### src/rtl/seq_mod_pkg.sv
// Shared definitions for the sequential modulus/quotient unit: FSM state
// encodings and the quotient bit pattern reported on divide-by-zero.
package seq_mod_pkg;

  typedef enum logic [1:0] {
    ST_IDLE = 2'd0,
    ST_CALC = 2'd1,
    ST_DONE = 2'd2
  } state_t;

  // Replicated to the operand width: a divide-by-zero quotient is all ones.
  localparam logic DBZ_Q_BIT = 1'b1;

endpackage

### src/rtl/mod_step.sv
// One restoring-division step: shift in the next dividend bit, then
// subtract the divisor if it fits and report the resulting quotient bit.
module mod_step #(
  parameter int WIDTH = 16
) (
  input  logic [WIDTH-1:0] rem,
  input  logic             dvd_bit,
  input  logic [WIDTH-1:0] den,
  output logic [WIDTH-1:0] rem_next,
  output logic             q_bit
);

  // The shifted partial remainder can momentarily need one extra bit.
  logic [WIDTH:0] shifted;

  always_comb begin
    shifted = {rem, dvd_bit};
    if (shifted >= {1'b0, den}) begin
      rem_next = WIDTH'(shifted - {1'b0, den});
      q_bit    = 1'b1;
    end else begin
      rem_next = shifted[WIDTH-1:0];
      q_bit    = 1'b0;
    end
  end

endmodule

### src/rtl/seq_modulus_unit.sv
// Multi-cycle restoring divider with start/done handshake, one quotient bit
// per clock. Define SIGNED_MOD_EN for two's-complement operands.
module seq_modulus_unit
  import seq_mod_pkg::*;
#(
  parameter  int WIDTH = 16,
  localparam int CNT_W = $clog2(WIDTH + 1)
) (
  input  logic             clk,
  input  logic             reset,
  input  logic             start,
  input  logic [WIDTH-1:0] numerator,
  input  logic [WIDTH-1:0] denominator,
  output logic             ready,
  output logic             busy,
  output logic             done,
  output logic [WIDTH-1:0] modulus,
  output logic [WIDTH-1:0] quotient,
  output logic             error
);

  state_t           state_q, state_d;
  logic [CNT_W-1:0] cnt_q, cnt_d;
  logic [WIDTH-1:0] rem_q, rem_d;
  logic [WIDTH-1:0] dvd_q, dvd_d;
  logic [WIDTH-1:0] den_q, den_d;
  logic [WIDTH-1:0] modulus_q, modulus_d;
  logic [WIDTH-1:0] quotient_q, quotient_d;
  logic             error_q, error_d;

  logic [WIDTH-1:0] step_rem;
  logic             step_q_bit;
  logic [WIDTH-1:0] quo_raw;
  logic [WIDTH-1:0] num_mag, den_mag;
  logic [WIDTH-1:0] rem_final, quo_final;

  mod_step #(.WIDTH(WIDTH)) u_step (
    .rem      (rem_q),
    .dvd_bit  (dvd_q[WIDTH-1]),
    .den      (den_q),
    .rem_next (step_rem),
    .q_bit    (step_q_bit)
  );

  // Quotient bits shift into the dividend register as dividend bits leave it.
  assign quo_raw = {dvd_q[WIDTH-2:0], step_q_bit};

`ifdef SIGNED_MOD_EN
  logic neg_rem_q, neg_rem_d;
  logic neg_quo_q, neg_quo_d;

  assign num_mag   = numerator[WIDTH-1]   ? -numerator   : numerator;
  assign den_mag   = denominator[WIDTH-1] ? -denominator : denominator;
  assign rem_final = neg_rem_q ? -step_rem : step_rem;
  assign quo_final = neg_quo_q ? -quo_raw  : quo_raw;
`else
  assign num_mag   = numerator;
  assign den_mag   = denominator;
  assign rem_final = step_rem;
  assign quo_final = quo_raw;
`endif

  // NOTE: every always_comb output gets a default first so no path infers a latch.
  always_comb begin
    state_d    = state_q;
    cnt_d      = cnt_q;
    rem_d      = rem_q;
    dvd_d      = dvd_q;
    den_d      = den_q;
    modulus_d  = modulus_q;
    quotient_d = quotient_q;
    error_d    = error_q;
`ifdef SIGNED_MOD_EN
    neg_rem_d  = neg_rem_q;
    neg_quo_d  = neg_quo_q;
`endif
    case (state_q)
      ST_IDLE, ST_DONE: begin
        if (state_q == ST_DONE) state_d = ST_IDLE;
        if (start) begin
          if (denominator == '0) begin
            state_d    = ST_DONE;
            modulus_d  = numerator;
            quotient_d = {WIDTH{DBZ_Q_BIT}};
            error_d    = 1'b1;
          end else begin
            state_d = ST_CALC;
            cnt_d   = CNT_W'(WIDTH);
            rem_d   = '0;
            dvd_d   = num_mag;
            den_d   = den_mag;
            error_d = 1'b0;
`ifdef SIGNED_MOD_EN
            neg_rem_d = numerator[WIDTH-1];
            neg_quo_d = numerator[WIDTH-1] ^ denominator[WIDTH-1];
`endif
          end
        end
      end
      ST_CALC: begin
        rem_d = step_rem;
        dvd_d = quo_raw;
        cnt_d = cnt_q - CNT_W'(1);
        // Last iteration: results (with sign fix-up) land on the DONE-entry edge.
        if (cnt_q == CNT_W'(1)) begin
          state_d    = ST_DONE;
          modulus_d  = rem_final;
          quotient_d = quo_final;
        end
      end
      default: state_d = ST_IDLE;
    endcase
  end

  // NOTE: state registers use non-blocking assignments so all flops update together.
  always_ff @(posedge clk) begin
    if (reset) begin
      state_q    <= ST_IDLE;
      cnt_q      <= '0;
      rem_q      <= '0;
      dvd_q      <= '0;
      den_q      <= '0;
      modulus_q  <= '0;
      quotient_q <= '0;
      error_q    <= 1'b0;
`ifdef SIGNED_MOD_EN
      neg_rem_q  <= 1'b0;
      neg_quo_q  <= 1'b0;
`endif
    end else begin
      state_q    <= state_d;
      cnt_q      <= cnt_d;
      rem_q      <= rem_d;
      dvd_q      <= dvd_d;
      den_q      <= den_d;
      modulus_q  <= modulus_d;
      quotient_q <= quotient_d;
      error_q    <= error_d;
`ifdef SIGNED_MOD_EN
      neg_rem_q  <= neg_rem_d;
      neg_quo_q  <= neg_quo_d;
`endif
    end
  end

  assign ready    = (state_q == ST_IDLE) || (state_q == ST_DONE);
  assign busy     = (state_q == ST_CALC);
  assign done     = (state_q == ST_DONE);
  assign modulus  = modulus_q;
  assign quotient = quotient_q;
  assign error    = error_q;

endmodule

### config.mk
export PLATFORM = sky130hd
export DESIGN_NAME = seq_modulus_unit
export DESIGN_NICKNAME = d
export VERILOG_FILES = /design/src/rtl/seq_mod_pkg.sv /design/src/rtl/mod_step.sv /design/src/rtl/seq_modulus_unit.sv
export SDC_FILE = /design/constraint.sdc
export NUM_CORES = 1
export LEC_CHECK = 0
export ABC_AREA = 0
export CAP_MARGIN = 20
export CORE_MARGIN = 4
export CORE_UTILIZATION = 45
export CTS_CLUSTER_DIAMETER = 40
export DETAILED_ROUTE_END_ITERATION = 16
export PLACE_DENSITY = 0.74
export SYNTH_ARGS = -nofsm -noshare
export SYNTH_HDL_FRONTEND = slang
export SYNTH_HIERARCHICAL = 1
export SYNTH_SLANG_ARGS = --single-unit
### constraint.sdc
create_clock -name clk -period 9.5 [get_ports clk]
set_clock_uncertainty 0.15 [all_clocks]
set_input_delay 1.9 -clock clk [delete_from_list [all_inputs] [get_ports clk]]
set_output_delay 1.9 -clock clk [all_outputs]
set_load 0.005 [all_outputs]
==> metrics.csv <==
metric,value,unit
cpLargestDelayFamily,simple AND/OR/NAND/NOR gates,
dr_total_vias,4328,
globalRouteMet1Util,0.2763,
yosys.area.top_type_share,0.3708,
hold_end,den_q[4]$_SDFFE_PP0P_,
final_cell_mix,"dfxtp_1 (88), a21oi_1 (80), clkdlybuf4s50_1 (69)",
fin_nets,654,
p_clk_frac,0.173,
finalSetupTns,0,ns
rows,37,
cp_cell_sequence,clkdlybuf4s50_1 -> nor4_1 -> and4_1 -> a21o_4 -> o221a_1,
place_congestion,0.8673,
synth.distinct_cells,60,
yosys-mux-area-fraction,0.04635,
worstPathArrival,4.79,ns
syn_inst,553,
ys_seq_area_frac,0.3708,
met2_usage,0.3337,
fin_cells,741,
dp_cells,724,
finalSetupViolCount,0,
async_flop_share,0,
die_width,110.8,um
yosys.area_share.simple,0.1393,
fmax,215.5,MHz
hold_buffers,0,
cp_slowest_cell,nor4_1,
grt_pass1_wl,21.26,mm
worstPathRequired,9.65,ns
antenna_found_initial,0,
dp_hpwl,8.815,mm
clock-root-buffer,clkbuf_8,
rsz0062_at_grt,false,
grt_pass1_vias,4262,
busiest_layer,met2,
post-cts-setup-buffers,0,
synth_seq_cells,88,
synth_top_family_by_area,compound AO/OA/AOI/OAI gates,
syn_nets,607,
finalCriticalPeriod,4.639,ns
final_common_cell,dfxtp_1,
gr-usage-met3,0.03766,
synth-xor-area-share,0.01475,
n_antenna_cell,0,
avgRoutedWirePerCell,16.96,um
worst_slew_pin_slew,1.082,ns
htreeDepth,3,
r2r_cells,12,
cp-start-kind,primary input,
wirelength,12.57,mm
vdd_drop_max,192.8,uV
pin_count,71,
cts.path.max_buffers,2,
path_max_fanout,32,
min_from,den_q[4]$_SDFFE_PP0P_,
critPathBufInv,1,
power.density,280.8,nW/um2
outcome,"finished, final reports clean",
post-route-period-util,0.4883,
drive_gt1_frac,0.09421,
synth_fa_ha_area_frac,0.05162,
synth_ff_type,dfxtp_1,
cts.sinks,88,
port_buffers,70,
p_sw_frac,0.3852,
cts.clk_slew.worst_paths,0.10,ns
drtPass1Iterations,5,
ant_nets,0,
timing_worst_setup_path_type,primary input to flip-flop,
grt-ovfl-total,0,
drc,0,
power_leakage,2.110,nW
relSlewSlack,0.2718,
hold_depth,2,
pwr-share-comb,0.548,
die-area,12270,um2
seqPwrFrac,0.279,
coreArea,10320,um2
syn_avg_cell_area,8.591,um2
ys_top_cells_by_area,"dfxtp_1 (37%), a21oi_1 (8.4%), a211oi_1 (5.5%)",
p_sw,0.0006123,W
syn_to_final_growth,19.15,%
grt_max_degree,58,
ctsResizeCount,0,
r2r_start,den_q[1]$_SDFFE_PP0P_,
drt_iter0_drc,327,
dieHeight,110.8,um
ys_warn_count,6,
grtUsageTotal,0.2037,
synth.cell_area,4751,um2
crit_path_end_kind,flip-flop,
rr_endpoint,modulus[2]$_SDFFE_PP0P_,
cts_tree,built,
power.internal,0.0009774,W
vias_per_cell,5.841,
cts_buffers,9,
max-cap-violations,0,
synth_edf_count,0,
slew_viol_final,0,
r2r_slack,6.02,ns
fillCellCount,928,
initial_core_util,0.4602,
hold_class,flip-flop to flip-flop,
cpPeakStageDelay,0.93,ns
yosysTopAreaCell,dfxtp_1,
synth_compound_area_frac,0.3076,
worstSkewPairLatency,0.36,ns
hold_violations,0,
==> metrics by stage <==
step                hold slack, ns  total power (W)  utilization  setup WS, ns  instance area [um2]
finish                      0.3114         0.001590       0.5483         4.861                 5660
global route                0.3281         0.001698       0.5483         4.830                 5660
CTS                         0.3133         0.001586       0.5478         4.940                 5655
detailed placement          0.2998         0.001312       0.5276         4.570                 5446
global placement            0.2952         0.001298       0.5276         4.654                 5446
floorplan                   0.2800         0.001151            -         6.122                 4751
==> worst max path at each step <==
stage | start | to | slack, ns | depth (start not counted)
CTS | denominator[4] | quotient[4]$_SDFFE_PP0P_ | 4.94 | 5
global route | denominator[0] | quotient[4]$_SDFFE_PP0P_ | 4.83 | 5
floorplan | denominator[11] | modulus[10]$_SDFFE_PP0P_ | 6.12 | 6
finish | denominator[0] | quotient[4]$_SDFFE_PP0P_ | 4.86 | 5
global placement | denominator[3] | quotient[0]$_SDFFE_PP0P_ | 4.65 | 5
detailed placement | denominator[4] | quotient[10]$_SDFFE_PP0P_ | 4.57 | 5
==> cell families (layout without fill, tap and decap cells) <==
group	count (synthesis)	count (layout)
flip-flops	88	88
AND/OR/NAND/NOR	137	137
XOR/XNOR	8	8
buffers and inverters	70	122
adder cells (fa/ha/maj)	19	19
multiplexers	18	18
AO/OA/AOI/OAI	213	213
==> worst reg2reg max path: stages, from the launching register on <==
cell       delay, ns
dfxtp_1         0.40
inv_1           0.07
ha_1            0.28
nor2b_1         0.15
o31a_1          0.30
o31ai_1         0.45
a211oi_2        0.16
a2111oi_4       0.32
buf_4           0.33
mux2_2          0.38
and2_1          0.15
a21oi_1         0.12
a211oi_1        0.08
==> metal layers <==
| layer | wire, um | up-vias |
|---|---|---|
| li1 | - | 2103 |
| met3 | 698 | 17 |
| met5 | 0 | - |
| met2 | 5910 | 153 |
| met1 | 5775 | 2055 |
| met4 | 186 | 0 |
==> registers in the layout, summed over array words and instances, names as in the netlist <==
register / flops
quotient: 16
rem_q: 16
dvd_q: 16
error: 1
cnt_q: 5
den_q: 16
modulus: 16
state_q: 2
==> synth_stat cells (2+ instances only) <==
library cell  instances
inv_1                28
buf_6                 5
xnor2_1               4
clkbuf_1             25
a31oi_1              19
o31a_1                2
a41o_1                3
a21oi_1              80
nand3_1               2
dfxtp_1              88
xor2_1                4
mux2_2                8
and2_1               16
nor2b_1               6
o221a_1              14
o31ai_1               4
a21o_1                2
mux2_4                6
o21ai_0              28
a211o_1               2
nor3_1                8
buf_4                 2
mux2i_1               4
a211oi_1             35
ha_1                 18
nor4_1                4
nand4_1               2
buf_2                 9
nand2b_1              3
nor2_1               26
nand2_1              58
a211oi_2              2
o211ai_1              2
and3_1                2
o21a_1                6
o221a_2               2
==> power groups by stage <==
stage	Sequential, W	Combinational (W)	Clock [W]
floorplan	0.000439	0.000711	0
global placement	0.000449	0.000849	0
detailed placement	0.000451	0.000861	0
CTS	0.000442	0.000865	0.000278
global route	0.000447	0.000954	0.000297
finish	0.000443	0.000871	0.000275
==> cell type report <==
class | count | area (um2) | share of cell area
multi-input combinational | 395 | 2661 | 0.4702
sequential | 88 | 1762 | 0.3112
timing repair buffer | 78 | 753.2 | 0.1331
tap | 136 | 170.2 | 0.03006
clock buffer | 9 | 123.9 | 0.02188
inverter | 28 | 105.1 | 0.01857
clock inverter | 7 | 85.08 | 0.01503
Power figures use the tool's default switching activity.
